===== src/rtl/program_loader.sv =====
// Program loader: buffers an external byte stream and hands it to the control block's
// programming micro-ops, entering and leaving programming mode on instruction-cycle boundaries.
module program_loader #(
  parameter int unsigned MEM_DEPTH  = 16,
  parameter int unsigned FIFO_DEPTH = 2
) (
  input  logic                         clk,
  input  logic                         reset,
  input  logic                         start,
  input  logic [7:0]                   byte_in,
  input  logic                         byte_valid,
  output logic                         byte_ready,
  input  logic                         cpu_ready,
  input  logic                         read_ui_in,
  input  logic                         done_load,
  output logic                         programming,
  output logic [7:0]                   load_data,
  output logic [$clog2(MEM_DEPTH)-1:0] load_addr,
  output logic                         busy,
  output logic                         done,
  output logic                         underrun
);

  localparam int unsigned AW = $clog2(MEM_DEPTH);
  localparam int unsigned PW = $clog2(FIFO_DEPTH);
  localparam int unsigned CW = PW + 1;
  localparam int unsigned NW = $clog2(MEM_DEPTH + 1);

  typedef enum logic [2:0] {
    IDLE     = 3'd0,
    SYNC_IN  = 3'd1,
    LOAD     = 3'd2,
    SYNC_OUT = 3'd3,
    DONE     = 3'd4
  } state_t;

  state_t        state_q, state_d;
  logic [7:0]    fifo_q [FIFO_DEPTH];
  logic [PW-1:0] wr_ptr_q, wr_ptr_d;
  logic [PW-1:0] rd_ptr_q, rd_ptr_d;
  logic [CW-1:0] occ_q, occ_d;
  logic [NW-1:0] acc_q, acc_d;
  logic [AW-1:0] addr_q, addr_d;
  logic          prog_q, prog_d;
  logic          done_q, done_d;
  logic          underrun_q, underrun_d;

  logic fifo_full, fifo_empty, push, pop;

  assign busy       = (state_q == SYNC_IN) || (state_q == LOAD) || (state_q == SYNC_OUT);
  assign fifo_full  = (occ_q == CW'(FIFO_DEPTH));
  assign fifo_empty = (occ_q == '0);
  assign byte_ready = busy && !fifo_full && (acc_q < NW'(MEM_DEPTH));
  assign push       = byte_valid && byte_ready;
  assign pop        = (state_q == LOAD) && done_load && !fifo_empty;

  // Bus data is the FIFO head only during a read request; an empty FIFO writes zero.
  assign load_data   = (!fifo_empty && read_ui_in) ? fifo_q[rd_ptr_q] : 8'h00;
  assign programming = prog_q;
  assign load_addr   = addr_q;
  assign done        = done_q;
  assign underrun    = underrun_q;

  always_comb begin
    state_d    = state_q;
    wr_ptr_d   = wr_ptr_q;
    rd_ptr_d   = rd_ptr_q;
    occ_d      = occ_q;
    acc_d      = acc_q;
    addr_d     = addr_q;
    prog_d     = prog_q;
    done_d     = done_q;
    underrun_d = underrun_q;

    case (state_q)
      IDLE, DONE: begin
        if (start) begin
          state_d    = SYNC_IN;
          done_d     = 1'b0;
          underrun_d = 1'b0;
          acc_d      = '0;
          addr_d     = '0;
          occ_d      = '0;
          wr_ptr_d   = '0;
          rd_ptr_d   = '0;
        end
      end
      SYNC_IN: begin
        if (cpu_ready) begin
          prog_d  = 1'b1;
          state_d = LOAD;
        end
      end
      LOAD: begin
        if (read_ui_in && fifo_empty) begin
          underrun_d = 1'b1;
        end
        if (done_load) begin
          addr_d = AW'(addr_q + AW'(1));
          if (addr_q == AW'(MEM_DEPTH - 1)) begin
            state_d = SYNC_OUT;
          end
        end
      end
      SYNC_OUT: begin
        if (cpu_ready) begin
          prog_d  = 1'b0;
          done_d  = 1'b1;
          state_d = DONE;
        end
      end
      default: state_d = IDLE;
    endcase

    // Push/pop only happen while busy, so they never collide with the start-time clear.
    if (push) begin
      wr_ptr_d = PW'(wr_ptr_q + PW'(1));
      acc_d    = NW'(acc_q + NW'(1));
    end
    if (pop) begin
      rd_ptr_d = PW'(rd_ptr_q + PW'(1));
    end
    if (push || pop) begin
      occ_d = CW'(occ_q + CW'(push) - CW'(pop));
    end
  end

  always_ff @(posedge clk) begin
    if (reset) begin
      state_q    <= IDLE;
      wr_ptr_q   <= '0;
      rd_ptr_q   <= '0;
      occ_q      <= '0;
      acc_q      <= '0;
      addr_q     <= '0;
      prog_q     <= 1'b0;
      done_q     <= 1'b0;
      underrun_q <= 1'b0;
    end else begin
      state_q    <= state_d;
      wr_ptr_q   <= wr_ptr_d;
      rd_ptr_q   <= rd_ptr_d;
      occ_q      <= occ_d;
      acc_q      <= acc_d;
      addr_q     <= addr_d;
      prog_q     <= prog_d;
      done_q     <= done_d;
      underrun_q <= underrun_d;
    end
  end

  // Storage needs no reset: occupancy gates every read of it.
  always_ff @(posedge clk) begin
    if (push) begin
      fifo_q[wr_ptr_q] <= byte_in;
    end
  end

endmodule


===== config.mk =====
export PLATFORM = sky130hd
export DESIGN_NAME = program_loader
export DESIGN_NICKNAME = d
export VERILOG_FILES = /design/src/rtl/program_loader.sv
export SDC_FILE = /design/constraint.sdc
export NUM_CORES = 1
export LEC_CHECK = 0
export CAP_MARGIN = 0
export CORE_UTILIZATION = 50
export CTS_CLUSTER_DIAMETER = 200
export DETAILED_ROUTE_END_ITERATION = 7
export GPL_TIMING_DRIVEN = 0
export HOLD_SLACK_MARGIN = 0.15
export PLACE_DENSITY = 0.78
export SYNTH_ARGS = -nofsm -noshare
export SYNTH_HDL_FRONTEND = slang
export SYNTH_SLANG_ARGS = --single-unit

===== constraint.sdc =====
create_clock -name clk -period 2.2 [get_ports clk]
set_input_delay 0.33 -clock clk [delete_from_list [all_inputs] [get_ports clk]]
set_output_delay 0.33 -clock clk [all_outputs]
set_load 0.02 [all_outputs]

# Yosys cells after proc, flatten, opt, wreduce, memory -nomap -nowiden
# Memories as Yosys holds them, arrays and structs flattened. A register that Yosys moved wholly into a read port is not among the register bits.
# Index checks and enable logic that the tools add are counted.
# W data, S select, Z words.
# totals
latchBits	0
memories	1
ramBits	16
romBits	0
ff_bits	19
inputBits	15
# classes
n_div	0
n_lt_le_gt_ge	1
shift	0
reduce_logical	32
bitwise_logic	0
add_sub_neg	6
multipliers	0
eq_ne	12
muxes	30
# memory_table
name	depth	word_bits	rd	rd_clocked_by_memory_dff	wr	line	source
fifo_q	2	8	1	1	1	38	logic [7:0] fifo_q [FIFO_DEPTH];
# op_table
cell	n
$reduce_bool A2 Y1	9
$mux W3	5
$mux W5	3
$pmux W3 S4	1
$reduce_and A3 Y1	4
$mux W1	11
$mux W4	2
$mux W8	1
$ne A2 B2 Y1 const B	4
$pmux W4 S2	1
$logic_and A1 B1 Y1	7
$eq A3 B2 Y1 const B	2
$mux W2	3
$pmux W1 S2	3
$reduce_and A2 Y1	3
$add A5 B1 Y5 const B	1
$lt A5 B5 Y1 const B	1
$reduce_and A5 Y1	1
$add A4 B1 Y4 const B	1
$eq A4 B4 Y1 const B	1
$ne A2 B1 Y1 const B	2
$eq A3 B1 Y1 const B	1
$eq A3 B3 Y1 const B	1
$logic_not A3 Y1	1
other kinds (8)	12

# Logic depth before layout (Yosys ltp)
# depth
word_depth	9
depth_mapped	11
ltp_nobuf	9

# Worst setup path before layout
# OpenSTA, ideal clock, no wires.
# synth_path
kind	register to register
startpoint	reg state_q[1]
endpoint	reg occ_q[1]
t_required_ns	2.129
setup_ns	0.071
arrival_ns	1.856
synth_period_minus_slack_ns	1.926
n_path_buf	2
path_slack_ns	0.274
path_stages_with_launch	12
path_cell_list	dfxtp_1 -> buf_4 -> o21ba_4 -> and3_1 -> buf_6 -> inv_4 -> ha_1 -> ha_1 -> xor2_1 -> mux2i_1 -> nand2_1 -> a21oi_1
# synth_via
elab_chain_len	9
# synth_lines
element	line	source
start: declaration	37	state_t state_q, state_d;
start signal: assignment	140	state_q <= state_d;
$eq A3 B1 Y1 or $eq A3 B2 Y1 (tied branches)	50	assign busy = (state_q == SYNC_IN) || (state_q == LOAD) || (state_q == SYNC_OUT);
$logic_or A1 B1 Y1	50	
$logic_or A1 B1 Y1 (*)	50	
net busy	19	output logic busy,
$logic_and A1 B1 Y1 (*) (2 in a row)	53	assign byte_ready = busy && !fifo_full && (acc_q < NW'(MEM_DEPTH));
$logic_and A1 B1 Y1 (*)	54	assign push = byte_valid && byte_ready;
$add A2 B1 Y2 or $logic_or A1 B1 Y1 (tied branches)	124, 123	
$sub A2 B1 Y2 or $reduce_bool A2 Y1 (tied branches)	n/a	
$mux W2 or $reduce_and A2 Y1 (tied branches)	n/a	
end signal: assignment	133	occ_q <= '0;
end signal: assignment	143	occ_q <= occ_d;
end: declaration	41	logic [CW-1:0] occ_q, occ_d;
# The timed path passes the listed nets; every way through them passes the cells marked *.
# A chain may end at the register's enable or synchronous reset.

# Worst setup path in the final report
# layout_path
startpoint	reg occ_q[0]
endpoint	out byte_ready
# layout_via
elab_chain_len	4
# layout_lines
element	line	source
$eq A2 B2 Y1	51	assign fifo_full = (occ_q == CW'(FIFO_DEPTH));
$logic_not A1 Y1	53	
$logic_and A1 B1 Y1 (2 in a row)	53	
end: declaration	12	output logic byte_ready,
# No other way between the ends.

==> flow_summary.json <==
{
  "outcome": "complete, no violations",
  "clock_latency_ns": 0.34,
  "track_usage": 0.2022,
  "synth.top_cells.by_area": "edfxtp_1 30%, dfxtp_1 25%, mux2i_1 6.3%",
  "ir_worst_vdd_v": 0.0003983,
  "grt_antenna_before_repair": 0,
  "slew_headroom": 0.5570,
  "worstHoldStart": "reset",
  "drt-initial-drc-count": 36,
  "diodes": 0,
  "ant_nets": 0,
  "cts_tree": "built",
  "path_clk_slew_ns": 0.10,
  "rows": 20,
  "numCtsBuffers": 5,
  "crit_fanout": 6,
  "critPathLaunchType": "register",
  "synth_largest_area_cell": "edfxtp_1",
  "start_util": 0.5240,
  "postPlaceCellArea_mm2": 0.001942,
  "grt_setup_unrepaired": "false",
  "core_mm2": 0.003028,
  "tightest_slew_ns": 0.6620,
  "post-place-ws_ns": -0.1511,
  "crit_start": "occ_q[0]$_SDFFE_PP0P_",
  "ys_async_sr_fraction": 0,
  "critical_path_required_ns": 1.87,
  "grt_pass1_vias": 1168,
  "final_util": 0.6583,
  "synth-main-ff-cell": "dfxtp_1",
  "setup_ws_ns": 0.1173,
  "cts_resized": 1,
  "drt_wl_total_mm": 3.109,
  "grt_max_degree": 12,
  "drive_gt1_frac": 0.08743,
  "post-cts-setup-buffer-count": 0,
  "finalNetCount": 202,
  "ys_types": 39,
  "crit_type": "reg -> out",
  "first_pass_iters": 5,
  "synth_area_mm2": 0.001587,
  "syn_to_final_growth_pct": 25.63,
  "fin_area_mm2": 0.001993,
  "io_pins": 32,
  "cts.sink_count": 36,
  "drv_cap": 0,
  "final_common_cell": "clkdlybuf4s50_1",
  "synthMuxAreaShare": 0.07729,
  "r2r-start": "state_q[1]$_SDFFE_PP0P_",
  "via_per_inst": 5.308,
  "hold_viol_final": 0,
  "cp-end-kind": "output pin",
  "synth-edff-count": 16,
  "dpl.hpwl_mm": 2.278,
  "wl_per_cell_um": 13.70,
  "htreeDepth": 2,
  "synth_nets": 166,
  "gp_congestion": 0.8168,
  "fmax_ghz": 0.4801,
  "hold_buffers": 0,
  "synth-compound-area-share": 0.08833,
  "route.detailed.drc": 0,
  "period_share": 0.9467,
  "cts_buffer_depth": 2,
  "holdWs_ns": 0.3940,
  "synthAdderAreaFrac": 0.03943,
  "yosys_warnings": 0,
  "synth_top_family_by_area": "simple AND/OR/NAND/NOR gates",
  "n_fill_cell": 240,
  "ys_seq_area_frac": 0.5552,
  "io_buffers": 30,
  "root_buffer": "clkbuf_4",
  "grt_first_pass_wirelength_mm": 4.947,
  "hp-class": "in -> reg",
  "fin_skew_ns": 0.01291,
  "final_max_slew_viol_count": 0,
  "arrival_ns": 1.75,
  "vias": 1205,
  "die_h_um": 58.33,
  "synth_xor_area_frac": 0.02208,
  "grt_remaining_overflow": 0,
  "avgSynthCellArea_um2": 10.87,
  "final.min_clock_period_ns": 2.083,
  "power_leakage_nw": 0.7045,
  "synthSimpleGateAreaFrac": 0.1845,
  "synth_cells": 146,
  "die_w_um": 58.33,
  "dieArea_mm2": 0.003402,
  "synth_top_area_frac": 0.3028,
  "final_cell_mix": "30 x clkdlybuf4s50_1, 23 x nor2_1, 19 x dfxtp_1",
  "finalSetupViolations": 0,
  "power_density_mw_per_mm2": 630.1,
  "synth_seq_cells": 36,
  "setup_tns_ns": 0
}
## metrics by stage
step | cells | power, W
floorplan | 146 | 0.0008684
global placement | 220 | 0.0009369
detailed placement | 220 | 0.0009444
CTS | 227 | 0.001263
global route | 227 | 0.001313
finish | 227 | 0.001256
## layer usage
metal  share of wire  GRT usage
met5               0          0
met4           0.016     0.1054
met3           0.070    0.06813
met2            0.50     0.3415
met1            0.41     0.2272
## flip-flops by register name (all words and copies together), names as in the netlist, 2 cells and up, named ones only
register / cells
fifo_q: 16
acc_q: 5
load_addr: 4
state_q: 3
occ_q: 2
## synthesized netlist by cell type, types with 2 or more instances
library cell  number
nor3_1             6
nand2_1            9
o21ai_0            3
nand3_1            4
nand2b_1           3
edfxtp_1          16
dfxtp_1           20
ha_1               5
a31oi_1            5
nor2_1            23
inv_1              3
xor2_1             4
mux2i_1           10
clkbuf_1           3
o21ai_1            2
a21oi_1            5
nand3b_1           3
## cells by family after synthesis
| logic type | count (synthesis) |
|---|---|
| xor+xnor | 4 |
| mux | 12 |
| flops | 36 |
| fa+ha+maj | 5 |
| compound gates | 21 |
| simple gates | 58 |
| buf+inv | 10 |
## cell type report
| cell class | count | area (µm²) | share of cell area |
|---|---|---|---|
| Multi-Input combinational cell | 100 | 656.9 | 0.3296 |
| Inverter | 4 | 17.52 | 0.008788 |
| Clock inverter | 1 | 5.005 | 0.002511 |
| Buffer | 5 | 31.28 | 0.01569 |
| Clock buffer | 7 | 45.04 | 0.02260 |
| Sequential cell | 36 | 882.1 | 0.4426 |
| Tap cell | 44 | 55.05 | 0.02762 |
| Timing Repair Buffer | 30 | 300.3 | 0.1507 |
## report_power, final
group / leakage, nW / internal [W] / switching (W)
Sequential: 0.308 / 0.000724 / 0.0000113
Combinational: 0.367 / 0.0000910 / 0.000105
Clock: 0.0293 / 0.000124 / 0.000200
Total: 0.704 / 0.000940 / 0.000316
## path summary, 6_finish.rpt
kind / to / slack, ns / cells after the start
hold reg to reg: done$_SDFFE_PP0P_ / 0.50 / 2
hold / removal: state_q[2]$_SDFFE_PP0P_ / 0.39 / 2
setup / recovery: byte_ready / 0.12 / 3
setup reg to reg: occ_q[1]$_SDFFE_PP0P_ / 0.16 / 11
## worst max-delay path, stage by stage (launching register included)
cell and delay, ns:
dfxtp_1 0.46, nand2b_1 0.18, and3b_1 0.17, clkdlybuf4s50_1 0.60
Power figures use the tool's default switching activity.
